**config.mk**
```make
export PLATFORM = sky130hd
export DESIGN_NAME = display_scan_bcd
export DESIGN_NICKNAME = d
export VERILOG_FILES = /design/src/rtl/display_scan_bcd_pkg.sv /design/src/rtl/display_scan_bcd_bin2bcd_seq.sv /design/src/rtl/display_scan_bcd.sv
export SDC_FILE = /design/constraint.sdc
export NUM_CORES = 1
export LEC_CHECK = 0
export CORE_MARGIN = 2
export CORE_UTILIZATION = 53
export DETAILED_ROUTE_END_ITERATION = 8
export PLACE_DENSITY = 0.72
export REMOVE_ABC_BUFFERS = 1
export SYNTH_ARGS = -nofsm -noshare
export SYNTH_HDL_FRONTEND = slang
export SYNTH_SLANG_ARGS = --single-unit
```
**constraint.sdc**
```tcl
create_clock -name clk -period 2.1 [get_ports clk]
set_clock_uncertainty 0.2 [all_clocks]
set_input_delay 0.21 -clock clk [delete_from_list [all_inputs] [get_ports clk]]
set_output_delay 0.21 -clock clk [all_outputs]
set_load 0.05 [all_outputs]
```
**src/rtl/display_scan_bcd_pkg.sv**
```systemverilog
// Shared constants for the display scan path: converter FSM encodings, the blank nibble
// and the per-nibble add-3 correction used by the sequential binary-to-BCD converter.
package display_scan_bcd_pkg;

  localparam logic [1:0] ST_IDLE  = 2'd0;
  localparam logic [1:0] ST_SHIFT = 2'd1;
  localparam logic [1:0] ST_DONE  = 2'd2;

  // Decoder renders this nibble with every segment off.
  localparam logic [3:0] BCD_BLANK = 4'hF;

  function automatic logic [3:0] bcd_adjust(input logic [3:0] nib);
    return (nib >= 4'd5) ? nib + 4'd3 : nib;
  endfunction

endpackage

```
**src/rtl/display_scan_bcd_bin2bcd_seq.sv**
```systemverilog
// Sequential shift-and-add-3 converter; done pulses WIDTH+1 cycles after an accepted load.
// No backpressure: loads arriving while busy are dropped, digits update atomically with done.
module bin2bcd_seq
  import display_scan_bcd_pkg::*;
#(
  parameter int WIDTH  = 10,
  parameter int DIGITS = 4
) (
  input  logic                clk,
  input  logic                rst_n,
  input  logic [WIDTH-1:0]    value,
  input  logic                load,
  output logic                busy,
  output logic                done,
  output logic [4*DIGITS-1:0] digits
);

  localparam int CW = $clog2(WIDTH + 1);

  logic [1:0]                  state;
  logic [WIDTH-1:0]            bin;
  logic [4*DIGITS-1:0]         acc;
  logic [4*DIGITS-1:0]         acc_adj;
  logic [CW-1:0]               cnt;
  logic [4*DIGITS+WIDTH-1:0]   shifted;

  always_comb begin
    acc_adj = acc;
    for (int i = 0; i < DIGITS; i++) begin
      acc_adj[4*i +: 4] = bcd_adjust(acc[4*i +: 4]);
    end
    shifted = {acc_adj, bin} << 1;
  end

  assign busy = (state == ST_SHIFT) || (state == ST_DONE);
  assign done = (state == ST_DONE);

  always_ff @(posedge clk) begin
    if (!rst_n) begin
      state  <= ST_IDLE;
      bin    <= '0;
      acc    <= '0;
      cnt    <= '0;
      digits <= '0;
    end else begin
      case (state)
        ST_IDLE: begin
          if (load) begin
            bin   <= value;
            acc   <= '0;
            cnt   <= CW'(WIDTH);
            state <= ST_SHIFT;
          end
        end
        ST_SHIFT: begin
          acc <= shifted[4*DIGITS+WIDTH-1:WIDTH];
          bin <= shifted[WIDTH-1:0];
          cnt <= cnt - CW'(1);
          // Final shift lands straight in the digit registers so they are valid while done is high.
          if (cnt == CW'(1)) begin
            digits <= shifted[4*DIGITS+WIDTH-1:WIDTH];
            state  <= ST_DONE;
          end
        end
        ST_DONE: state <= ST_IDLE;
        default: state <= ST_IDLE;
      endcase
    end
  end

endmodule

```
**src/rtl/display_scan_bcd.sv**
```systemverilog
// Converts a loaded binary value to BCD and time-multiplexes the digits onto bcd/an.
// Scan never stalls; new loads while converting are ignored, display swaps atomically on done.
module display_scan_bcd
  import display_scan_bcd_pkg::*;
#(
  parameter int WIDTH         = 10,
  parameter int DIGITS        = 4,
  parameter int REFRESH_DIV   = 100000,
  parameter int LEADING_BLANK = 1
) (
  input  logic              clk,
  input  logic              rst_n,
  input  logic [WIDTH-1:0]  value,
  input  logic              load,
  output logic              busy,
  output logic              done,
  output logic [3:0]        bcd,
  output logic [DIGITS-1:0] an
);

  localparam int RW = (REFRESH_DIV > 1) ? $clog2(REFRESH_DIV) : 1;
  localparam int IW = (DIGITS > 1) ? $clog2(DIGITS) : 1;

  logic [4*DIGITS-1:0] digits;
  logic [RW-1:0]       rcnt;
  logic [IW-1:0]       idx;
  logic [3:0]          dig [DIGITS];
  logic [DIGITS-1:0]   blank;
  logic                lead;

  bin2bcd_seq #(
    .WIDTH  (WIDTH),
    .DIGITS (DIGITS)
  ) u_conv (
    .clk    (clk),
    .rst_n  (rst_n),
    .value  (value),
    .load   (load),
    .busy   (busy),
    .done   (done),
    .digits (digits)
  );

  // Walk from the top digit down; a digit is blanked while everything above it is still zero.
  always_comb begin
    lead  = 1'b1;
    blank = '0;
    dig   = '{default: 4'd0};
    for (int i = DIGITS - 1; i >= 0; i--) begin
      dig[i]   = digits[4*i +: 4];
      lead     = lead & (digits[4*i +: 4] == 4'd0);
      blank[i] = (LEADING_BLANK != 0) && (i > 0) && lead;
    end
  end

  always_ff @(posedge clk) begin
    if (!rst_n) begin
      rcnt <= '0;
      idx  <= '0;
      an   <= '1;
      bcd  <= BCD_BLANK;
    end else begin
      if (rcnt == RW'(REFRESH_DIV - 1)) begin
        rcnt <= '0;
        idx  <= (idx == IW'(DIGITS - 1)) ? '0 : idx + IW'(1);
      end else begin
        rcnt <= rcnt + RW'(1);
      end
      an  <= ~(DIGITS'(1) << idx);
      bcd <= blank[idx] ? BCD_BLANK : dig[idx];
    end
  end

endmodule

```
# Word-level counts from Yosys, hierarchy flattened
# Index checks and enable logic that the tools add are counted.
# totals
register_bits,75
latch_bits,0
ram_bits,0
mem_bits_ro,0
in_bits,13
out_inout_bits,10
elab_cells,65
memories,0
# classes
n_addsub,7
multipliers,0
n_div,0
order_cmp,6
n_eq_ne,7
shift,1
muxes,19
bitwise_logic,5
reduce_logical,11
# op_table
operator,count
16-bit case mux with 2 select lines,1
4-bit two-way mux,6
10-bit case mux with 2 select lines,1
17-bit by 1-bit adder with 17-bit output (second input constant),1
17-bit equality test (second input constant),1
4-bit by 3-bit >= comparator with 1-bit output (second input constant),4
16-bit two-way mux,1
4-bit by 2-bit adder with 4-bit output (second input constant),3
4-bit zero test,3
10-bit two-way mux,1
4-bit binary-select mux with 2-bit select,1
4-bit case mux with 2 select lines,1
2-bit two-way mux,3
2-bit AND reduction,3
2-bit equality test (second input constant),2
4-bit by 1-bit equality test with 1-bit output (second input constant),1
2-bit != test (second input constant),2
4-bit inverter,1
2-bit case mux with 2 select lines,1
2-bit OR reduction,2
1-bit by 2-bit left shift with 4-bit output (first input constant),1
4-bit by 1-bit subtractor with 4-bit output (second input constant),1
3-bit by 2-bit adder with 3-bit output (second input constant),1
3-bit >= comparator (second input constant),1
other kinds (12),13

# Depth between registers and ports, before layout
# Gate-level depths: netlist of the first run.
# depth
ltp_word,6
ltp_mapped,8
mapped_depth_nobuf,6

# Modules after synthesis
# From an unflattened synthesis of the first run, not the netlist that was laid out.
# unflattened
cells_unflattened,391
hier_area_um2,3678.5
# modules_own_cells
module,n_inst,cells_per_inst,area_each_um2,seq_area_each_um2
bin2bcd_seq,1,262,2432.3,960.9
display_scan_bcd,1,129,1246.2,540.5

# Worst setup path after synthesis of the first run
# OpenSTA, ideal clock, no wires.
# synth_timing
path_type,register -> register
start,reg rcnt[8]
end,reg rcnt[10]
setup_ns,0.117
t_arrival_ns,1.882
required_ns,1.783
setup_slack_ns,-0.099
path_stages_with_launch,6
path_buffers,1
period_less_slack_ns,2.199
cell_sequence,dfxtp_1 > or4b_1 > or4_4 > o21ai_2 > buf_2 > nor2_1
# synth_between
elab_chain_cells,2
word_cells_on_any_way,3
classes_between,add/sub: 1; eq/ne: 1; reduce/logical: 1
# synth_lines
item,line_no,text
"start, declared",display_scan_bcd.sv:25,logic [RW-1:0] rcnt;
"start signal, assigned",display_scan_bcd.sv:67,rcnt <= rcnt + RW'(1);
"parallel branches: the longest is 2 deep, another holds 17-bit by 1-bit adder with 17-bit output",-,
# Several ways; the timed one is not identified.
# A chain may end at the register's enable or synchronous reset.

# Worst setup path after layout of the first run
# layout_timing
start,reg rcnt[9]
end,reg idx[0]
# layout_between
elab_chain_cells,1
# layout_lines
item,line_no,text
17-bit equality test,display_scan_bcd.sv:63,if (rcnt == RW'(REFRESH_DIV - 1)) begin
"end signal, assigned",display_scan_bcd.sv:65,idx <= (idx == IW'(DIGITS - 1)) ? '0 : idx + IW'(1);
"end, declared",display_scan_bcd.sv:26,logic [IW-1:0] idx;
# No other way between the ends.

==> results of run 1 <==
## registers in the layout (all words and copies together), names as in the netlist
signal	count
u_conv.cnt	4
u_conv.bin	10
rcnt	17
idx	2
u_conv.digits	16
u_conv.state	2
an	4
u_conv.acc	16
bcd	4
## stage by stage
stage / total power (W) / hold WS (ps) / instances / setup WS, ps
6_report: 0.00328 / 266 / 508 / -67.8
3_5_place_dp: 0.00212 / 253 / 492 / -73.8
3_3_place_gp: 0.00211 / 240 / 492 / -35.8
5_1_grt: 0.00345 / 306 / 508 / -105
4_1_cts: 0.00331 / 271 / 508 / -76.5
2_1_floorplan: 0.00192 / 78.9 / 369 / -223
## path summary, 6_finish.rpt
check	startpoint	end	slack, ps
min	rcnt[0]$_SDFF_PP0_	rcnt[0]$_SDFF_PP0_	270
max reg2reg	rcnt[9]$_SDFF_PP0_	idx[0]$_SDFFE_PN0N_	-70
max	rcnt[9]$_SDFF_PP0_	idx[0]$_SDFFE_PN0N_	-70
min reg2reg	rcnt[0]$_SDFF_PP0_	rcnt[0]$_SDFF_PP0_	270
## final cells by class
class	count	share of cell area, %
clock buffers	12	4.00
clock inverters	4	1.33
inverters	20	1.82
multi-input cells	274	44.0
flip-flops and latches	75	36.4
well taps	77	2.33
repair buffers	46	10.1
## cells in the mapped netlist
| cell type | count |
|---|---|
| sky130_fd_sc_hd__dfxtp_1 | 75 |
| sky130_fd_sc_hd__nor2_1 | 49 |
| sky130_fd_sc_hd__nand2_1 | 25 |
| sky130_fd_sc_hd__a21oi_1 | 20 |
| sky130_fd_sc_hd__o21ai_0 | 20 |
| sky130_fd_sc_hd__ha_1 | 19 |
| sky130_fd_sc_hd__inv_1 | 19 |
| sky130_fd_sc_hd__xnor2_1 | 18 |
| sky130_fd_sc_hd__a211oi_1 | 16 |
| sky130_fd_sc_hd__nand3_1 | 16 |
| sky130_fd_sc_hd__clkbuf_1 | 15 |
| sky130_fd_sc_hd__mux2i_1 | 11 |
| sky130_fd_sc_hd__nor4_1 | 10 |
| sky130_fd_sc_hd__nand2b_1 | 9 |
| sky130_fd_sc_hd__o22ai_1 | 8 |
| sky130_fd_sc_hd__nor3b_1 | 7 |
| sky130_fd_sc_hd__nand4_1 | 5 |
| sky130_fd_sc_hd__nor3_1 | 5 |
| sky130_fd_sc_hd__and2_1 | 4 |
| sky130_fd_sc_hd__mux2_2 | 4 |
| sky130_fd_sc_hd__mux4_2 | 4 |
| sky130_fd_sc_hd__o32ai_1 | 4 |
| sky130_fd_sc_hd__or2_2 | 4 |
| sky130_fd_sc_hd__a22oi_1 | 2 |
| sky130_fd_sc_hd__buf_1 | 2 |
| sky130_fd_sc_hd__o211ai_1 | 2 |
| sky130_fd_sc_hd__a221oi_1 | 1 |
| sky130_fd_sc_hd__a311oi_1 | 1 |
| sky130_fd_sc_hd__and3_1 | 1 |
| sky130_fd_sc_hd__buf_2 | 1 |
| sky130_fd_sc_hd__inv_2 | 1 |
| sky130_fd_sc_hd__nand3b_1 | 1 |
| sky130_fd_sc_hd__nor2b_1 | 1 |
| sky130_fd_sc_hd__o21ai_2 | 1 |
| sky130_fd_sc_hd__o31ai_1 | 1 |
| sky130_fd_sc_hd__or4_1 | 1 |
| sky130_fd_sc_hd__or4_4 | 1 |
| sky130_fd_sc_hd__or4b_1 | 1 |
| sky130_fd_sc_hd__or4bb_1 | 1 |
| sky130_fd_sc_hd__xor2_1 | 1 |
## cells by family (layout without fill, tap and decap cells)
| group | Yosys count | after routing | synth area share [%] |
|---|---|---|---|
| AO/OA/AOI/OAI | 76 | 76 | 13.6 |
| XOR/XNOR | 19 | 19 | 4.81 |
| adder cells (fa/ha/maj) | 19 | 19 | 6.87 |
| buffers and inverters | 38 | 82 | 4.16 |
| flip-flops | 75 | 75 | 43.4 |
| multiplexers | 19 | 19 | 7.09 |
| AND/OR/NAND/NOR | 141 | 141 | 20.1 |
## repair_timing
action	in CTS	in global routing
setup endpoints to repair	1	22
buffers inserted	0	0
pin swaps	3	1
gates cloned	0	0
gates resized for setup	1	4
## metal layers
layer	vias up	track usage, %	part of all wire [%]
met4	0	5.92	0.62
met5	-	0	0
met1	1305	26.6	48
li1	1432	-	-
met3	4	6.49	5.0
met2	63	32.8	46
## power by group
part	switching [W]	leakage, nW	internal [W]	total (W)
clock network	0.000537	0.110	0.000655	0.00119
logic	0.000314	0.739	0.000220	0.000534
registers	0.0000536	0.611	0.00150	0.00156
## worst register-to-register path: stages, from the launching register on
cell and delay (ps):
sky130_fd_sc_hd__dfxtp_2 330, sky130_fd_sc_hd__or4bb_1 480, sky130_fd_sc_hd__or4_4 540, sky130_fd_sc_hd__or4_1 410, sky130_fd_sc_hd__a21oi_1 140
==> impl.org, run 1 <==
** Run status
- Violations in the final reports :: setup timing
- Outcome :: complete, but fails checks

** Global route
- Via count of the first global-routing pass :: 2624
- The number of antenna violations at the first check in global routing came to 0.
- Global Route Usage Sum :: 20.4%
- First-pass GRT wire length :: 11.9 mm
- Entering global routing, the biggest net connects 23 pins.
- Sum of overflow across all layers after global routing :: 0

** Synthesis
- Mean post-synth cell area :: 8.94 um2
- Yosys top cell area share :: 43.4%
- In this run, synthesis produced a sequential element count of 75.
- After synthesis, the netlist uses 40 different library cells.
- Yosys printed 0 warnings.
- Mapped Area :: 0.00346 mm2
- Sequential elements use 43.4% of the synthesized area.
- Count of mapped cells out of synthesis :: 387
- Ranked by total cell area, the synthesized netlist is headed by sky130_fd_sc_hd__dfxtp_1 (43%), sky130_fd_sc_hd__ha_1 (6.9%), sky130_fd_sc_hd__nor2_1 (5.3%).
- The largest total area in the synthesized netlist belongs to sky130_fd_sc_hd__dfxtp_1.

** Critical path
- Cell at the slowest stage of the critical path :: sky130_fd_sc_hd__or4_4
- Largest delay share family, worst path :: simple AND/OR/NAND/NOR gates
- At the worst endpoint, the required time is 2180 ps.
- Critical path class :: reg2reg
- Worst setup SP type :: flip-flop
- STA classifies the critical path endpoint as a flip-flop.
- Of all nets on the critical path, the largest fanout is 3.
- For this run, the slowest stage of the critical path takes 540 ps.
- Critical path depth in cells :: 4
- Walking the worst path, the cells encountered are or4bb_1 > or4_4 > or4_1 > a21oi_1.
- Endpoint arrival time on the critical path :: 2250 ps
- Together, buffers and inverters on the worst path number 0.
- Depth of the worst register-to-register path :: 4

** STA
- The smallest clock period supported by the final layout is computed as 2170 ps.
- Of the available clock period, the critical path in the final layout requires 103%.
- Headroom to the max-slew limit came out at 66.8%.
- Top achievable clock speed :: 0.461 GHz
- At the pin with the least slew margin, the transition time is 496 ps.
- RSZ-0062 raised after global routing :: yes
- The count of final hold-check violations is 0.
- Setup violations remaining at the end of the flow were counted as 1.
- For the final routed database, the setup TNS stands at -67.8 ps.
- The total count of max-transition violations in the final report came to 0.
- Setup slack on the critical path of the routed design comes to -67.8 ps.

** Clock tree
- Post-CTS clock slew at the launch and capture registers of the worst setup and hold paths :: 80 ps
- CTS saw 75 sinks.
- The clock reaches the later pin of the worst-skew pair after 350 ps.
- Clock tree synthesis inserted a total of 9 buffers.
- TritonCTS built the clock tree.
- Cell chosen for the clock root :: sky130_fd_sc_hd__clkbuf_8
- Hold bufs inserted after CTS :: 0
- The clock passes through at most 2 buffers.
- H-tree levels :: 3

** Finish
- Summing all multi-input logic gate instances after layout gives 0.00182 mm2.
- Final instance area :: 0.00413 mm2
- Registers take 0.00150 mm2.
- Number of fill cells in the layout :: 519
- Leaving out fill and tap cells, the most frequent cells in the layout are sky130_fd_sc_hd__dfxtp_1 (73), sky130_fd_sc_hd__nor2_1 (49), sky130_fd_sc_hd__nand2_1 (25).
- Final #Nets :: 458
- Proportion of layout cells with a drive suffix above 1 :: 13.9%
- Count of inserted antenna diode cells :: 0
- The area growth from synthesis to layout is 19.4%.
- Cells fill 65.4% of the core in the end.
- Leaving out fill and tap cells, the most frequent cell in the layout is sky130_fd_sc_hd__dfxtp_1.

** Power and ir drop
- Power spread over the standard cell area amounts to 795 mW/mm2.
- Across the VDD grid, the largest voltage drop is 682 uV.
- In this run the static leakage power is 1.46 nW.

** Placement
- I/O Buffers :: 22
- Once detailed placement completed, the half-perimeter wirelength came to 4.85 mm.
- Cell Area, Placed :: 0.00389 mm2
- Routability-driven placement finished with a final weighted congestion of 0.875.

** Floorplanning
- Site row count :: 29
- Measured along the x axis, the die boundary spans 84.8 um.
- In this run the count of I/O pins placed on the die edge is 23.
- Core area :: 0.00631 mm2
- Initial core utilization :: 54.8%
- In this run the vertical extent of the chip is 84.8 um.
- The floorplan step defined a die boundary enclosing 0.00719 mm2.

** Drt
- The final layout contains routed wiring with a total length of 6.77 mm.
- Wire length per cell :: 13.3 um
- The final route contains 2804 vias.
- In this run the remaining antenna-violating nets after routing total 0.
- Dividing the detail-routed via count by the number of cells gives 5.52.
- Number of violations reported at the end of detailed-routing iteration 0 :: 147
- # DRC :: 0
- Number of detailed-routing iterations run before antenna repair :: 4

** Job
- The tool flagged a number of max-cap violations equal to 0.

** Min path
- Class of the tightest hold or removal check :: reg2reg
- Counting instances, the worst hold path has a depth of 1.
(Power assumes the default switching activity.)
==> run 2: changes to the inputs <==
- CORE_UTILIZATION: 53 -> 61
- PLACE_DENSITY: 0.72 -> 0.78
- clock period: 2.1 -> 2.8 ns (I/O delays scaled with it)
==> run 2 against run 1 <==
Net effect:
- the flow now finishes without violations
- clock-buffer cell count did not move
- die area fell by 13%
- combinational power fell by 27%
- sequential share of layout area rose by 1.2 points
- non-clock buffer count fell by 15
- maximum frequency fell by 8.0%
- first-iteration DRC count rose by 16%
- register-to-register slack improved by 510 ps
- largest cell class unchanged
- highest routed layer unchanged
==> impl.org, run 2 (synthesized netlist as in run 1, its figures left out) <==
** Clock tree
- Clock tree from TritonCTS :: done (unchanged)
- The number of buffers created by CTS is 9 (unchanged).
- Count of instances resized after the clock tree is built :: 0 (was 1)
- Post-CTS clock slew at the launch and capture registers of the worst setup and hold paths :: 70 ps (was 80 ps)
- Buffers inserted during post-CTS setup optimization :: 0 (unchanged)
- The number of sinks handled by clock tree synthesis is 75 (unchanged).
- The maximum clock insertion buffer count is 2 (unchanged).
- H-tree levels :: 3 (unchanged)
- Cell chosen for the clock root :: sky130_fd_sc_hd__clkbuf_8 (unchanged)
- The clock latency on the worst-skew pair is 350 ps (about the same).
- The quantity of hold-fixing buffers added after cts was 0 (unchanged).

** Drt
- Wire length per cell :: 14.0 um (was 13.3 um)
- Total wirelength of the detailed-routed design :: 6.83 mm (was 6.77 mm)
- The number of violations reported at the end of detailed-routing iteration 0 was 170 (was 147).
- Antenna viol nets, final :: 0 (unchanged)
- The via density per instance is 5.74 (was 5.52).
- Via count of the routed design :: 2799 (was 2804)
- # DRC :: 0 (unchanged)
- Number of detailed-routing iterations run before antenna repair :: 5 (was 4)

** Floorplanning
- The die outline area was 0.00629 mm2 (was 0.00719 mm2).
- The chip height came to 79.3 um (was 84.8 um).
- Initial core utilization :: 62.8% (was 54.8%)
- The count of boundary I/O pins came to 23 (unchanged).
- Die boundary width :: 79.3 um (was 84.8 um)
- The number of placement rows came to 27 (was 29).
- The area of the core was 0.00551 mm2 (was 0.00631 mm2).

** Finish
- The cell area after layout came to 0.00400 mm2 (was 0.00413 mm2).
- Register bank with the most flops :: rcnt (unchanged)
- The count of nets after finishing is 443 (was 458).
- Number of fill cells in the layout :: 439 (was 519)
- The signed area change from the synthesized netlist to the final layout was 15.5% (was 19.4%).
- Number of flip-flops in the largest register :: 17 (unchanged)
- The most common cell after layout, fill and taps aside is sky130_fd_sc_hd__dfxtp_1 (unchanged).
- Proportion of layout cells with a drive suffix above 1 :: 9.38% (was 13.9%)
- Commonest non-fill, non-tap cells in the layout: sky130_fd_sc_hd__dfxtp_1 (75), sky130_fd_sc_hd__nor2_1 (49), sky130_fd_sc_hd__nand2_1 (25) (was sky130_fd_sc_hd__dfxtp_1 (73), sky130_fd_sc_hd__nor2_1 (49), sky130_fd_sc_hd__nand2_1 (25)).
- The final antenna diode count is 0 (unchanged).
- Largest registers :: rcnt: 17 flops, u_conv.acc: 16 flops, u_conv.digits: 16 flops (unchanged)

** Critical path
- The class of the most critical setup path was reg2reg (unchanged).
- The endpoint kind of the worst setup timing path is a flip-flop (unchanged).
- Endpoint arrival time on the critical path :: 2400 ps (was 2250 ps)
- The element type at the critical path start was a flip-flop (unchanged).
- Required time of the critical path :: 2840 ps (was 2180 ps)
- Highest net fanout along the worst path :: 9 (was 3)

** STA
- Normalized max-slew margin :: 54.5% (was 66.8%)
- The number of setup violations in the final report was 0 (was 1).
- The maximum clock frequency was 0.424 GHz (was 0.461 GHz).
- Period utilisation layout :: 84.2% (was 103%)
- Setup_tns :: 0 ps (was -67.8 ps)
- Final hold viol count :: 0 (unchanged)
- RSZ-0062 raised after global routing :: no (was yes)
- Total count of max-transition violations in the final report :: 0 (unchanged)
- Shortest clock period the worst path allows after layout :: 2360 ps (was 2170 ps)
- Worst-Margin Slew :: 681 ps (was 496 ps)

** Power and ir drop
- The combinational group share of total power was 15.7% (was 16.3%).
- The switching portion of total power was 26.5% (was 27.6%).
- The fraction of power consumed by the clock network was 37.5% (was 36.3%).
- The overall power after layout was 0.00249 W (was 0.00328 W).
- The sequential power share is 46.9% (was 47.4%).
- The power density over cell area was 623 mW/mm2 (was 795 mW/mm2).
- The switching power of the nets came to 0.000659 W (was 0.000905 W).
- Pleak :: 1.37 nW (was 1.46 nW)
- Internal power summed over all cells :: 0.00183 W (was 0.00238 W)
- Highest ir drop seen on vdd :: 516 uV (was 682 uV)

** Placement
- Cell Area, Placed :: 0.00377 mm2 (was 0.00389 mm2)
- The estimated wirelength of the detail-placed design was 4.73 mm (was 4.85 mm).
- Placer congestion estimate :: 0.844 (was 0.875)
- The quantity of I/O buffers inserted on ports is 22 (unchanged).

** Run status
- Outcome :: completed (was complete, but fails checks)

** Global route
- Largest net degree at the start of global routing :: 38 (was 23)
- Via count of the first global-routing pass :: 2676 (was 2624)
- First-pass GRT wire length :: 11.7 mm (was 11.9 mm)
- Number of antenna violations at the first check in global routing :: 0 (unchanged)
- The overflow left after global routing is 0 (unchanged).
- Global Route Usage Sum :: 23.8% (was 20.4%)

** Job
- The max-cap violation count came to 0 (unchanged).

** Min path
- The class of the tightest hold or removal check was reg2reg (unchanged).
run 2: cell count changes in the layout (fill, tap and decap cells not counted), sizes merged:
| cell | previous run | this run |
|---|---|---|
| clkdlybuf4s50 | 20 | 22 |
| bufinv | 1 | 2 |
| clkinv | 0 | 1 |
| inv | 22 | 20 |
| buf | 26 | 9 |
run 2: path summary, 6_finish.rpt:
kind / start / end / cells after the start / slack (ps)
worst max-delay path: rcnt[8]$_SDFF_PP0_ / rcnt[10]$_SDFF_PP0_ / 5 / 440
worst min-delay path: rcnt[0]$_SDFF_PP0_ / rcnt[0]$_SDFF_PP0_ / 1 / 270
worst max register to register: rcnt[8]$_SDFF_PP0_ / rcnt[10]$_SDFF_PP0_ / 5 / 440
worst min register to register: rcnt[0]$_SDFF_PP0_ / rcnt[0]$_SDFF_PP0_ / 1 / 270
run 2: stage by stage:
| step | hold WS (ps) | instances | util (%) | setup slack [ps] |
|---|---|---|---|---|
| 2_1_floorplan | 149 | 369 | - | 477 |
| 3_3_place_gp | 242 | 472 | 68.4 | 515 |
| 3_5_place_dp | 254 | 472 | 68.4 | 457 |
| 4_1_cts | 270 | 488 | 72.6 | 422 |
| 5_1_grt | 294 | 488 | 72.6 | 325 |
| 6_report | 271 | 488 | 72.6 | 443 |
run 2: power groups by stage:
stage / logic (W) / clock network (W) / registers, W
floorplan: 0.000250 / 0 / 0.00119
global placement: 0.000379 / 0 / 0.00119
detailed placement: 0.000390 / 0 / 0.00119
CTS: 0.000392 / 0.000950 / 0.00117
global route: 0.000432 / 0.000995 / 0.00117
finish: 0.000390 / 0.000932 / 0.00117
run 2: metal layers:
| metal | wire, um | vias to the layer above | global-route usage (%) |
|---|---|---|---|
| met1 | 3170 | 1327 | 28.5 |
| met2 | 3320 | 55 | 41.2 |
| met3 | 269 | 9 | 6.48 |
| met4 | 70 | 0 | 8.10 |
| li1 | - | 1408 | - |
| met5 | 0 | - | 0 |
run 2: cell type report:
| class | instances | area [um2] | share of cell area, % |
|---|---|---|---|
| Clock inverter | 4 | 72.6 | 1.82 |
| Multi-Input combinational cell | 274 | 1810 | 45.4 |
| Sequential cell | 75 | 1500 | 37.6 |
| Inverter | 20 | 75.1 | 1.88 |
| Tap cell | 72 | 90.1 | 2.25 |
| Timing Repair Buffer | 31 | 288 | 7.20 |
| Clock buffer | 12 | 155 | 3.88 |
run 2: worst max-delay path, cell delays in order, from the launching register on:
cell and delay (ps):
sky130_fd_sc_hd__dfxtp_1 360, sky130_fd_sc_hd__or4b_1 530, sky130_fd_sc_hd__or4_4 560, sky130_fd_sc_hd__o21ai_2 300
sky130_fd_sc_hd__buf_4 230, sky130_fd_sc_hd__nor2_1 60
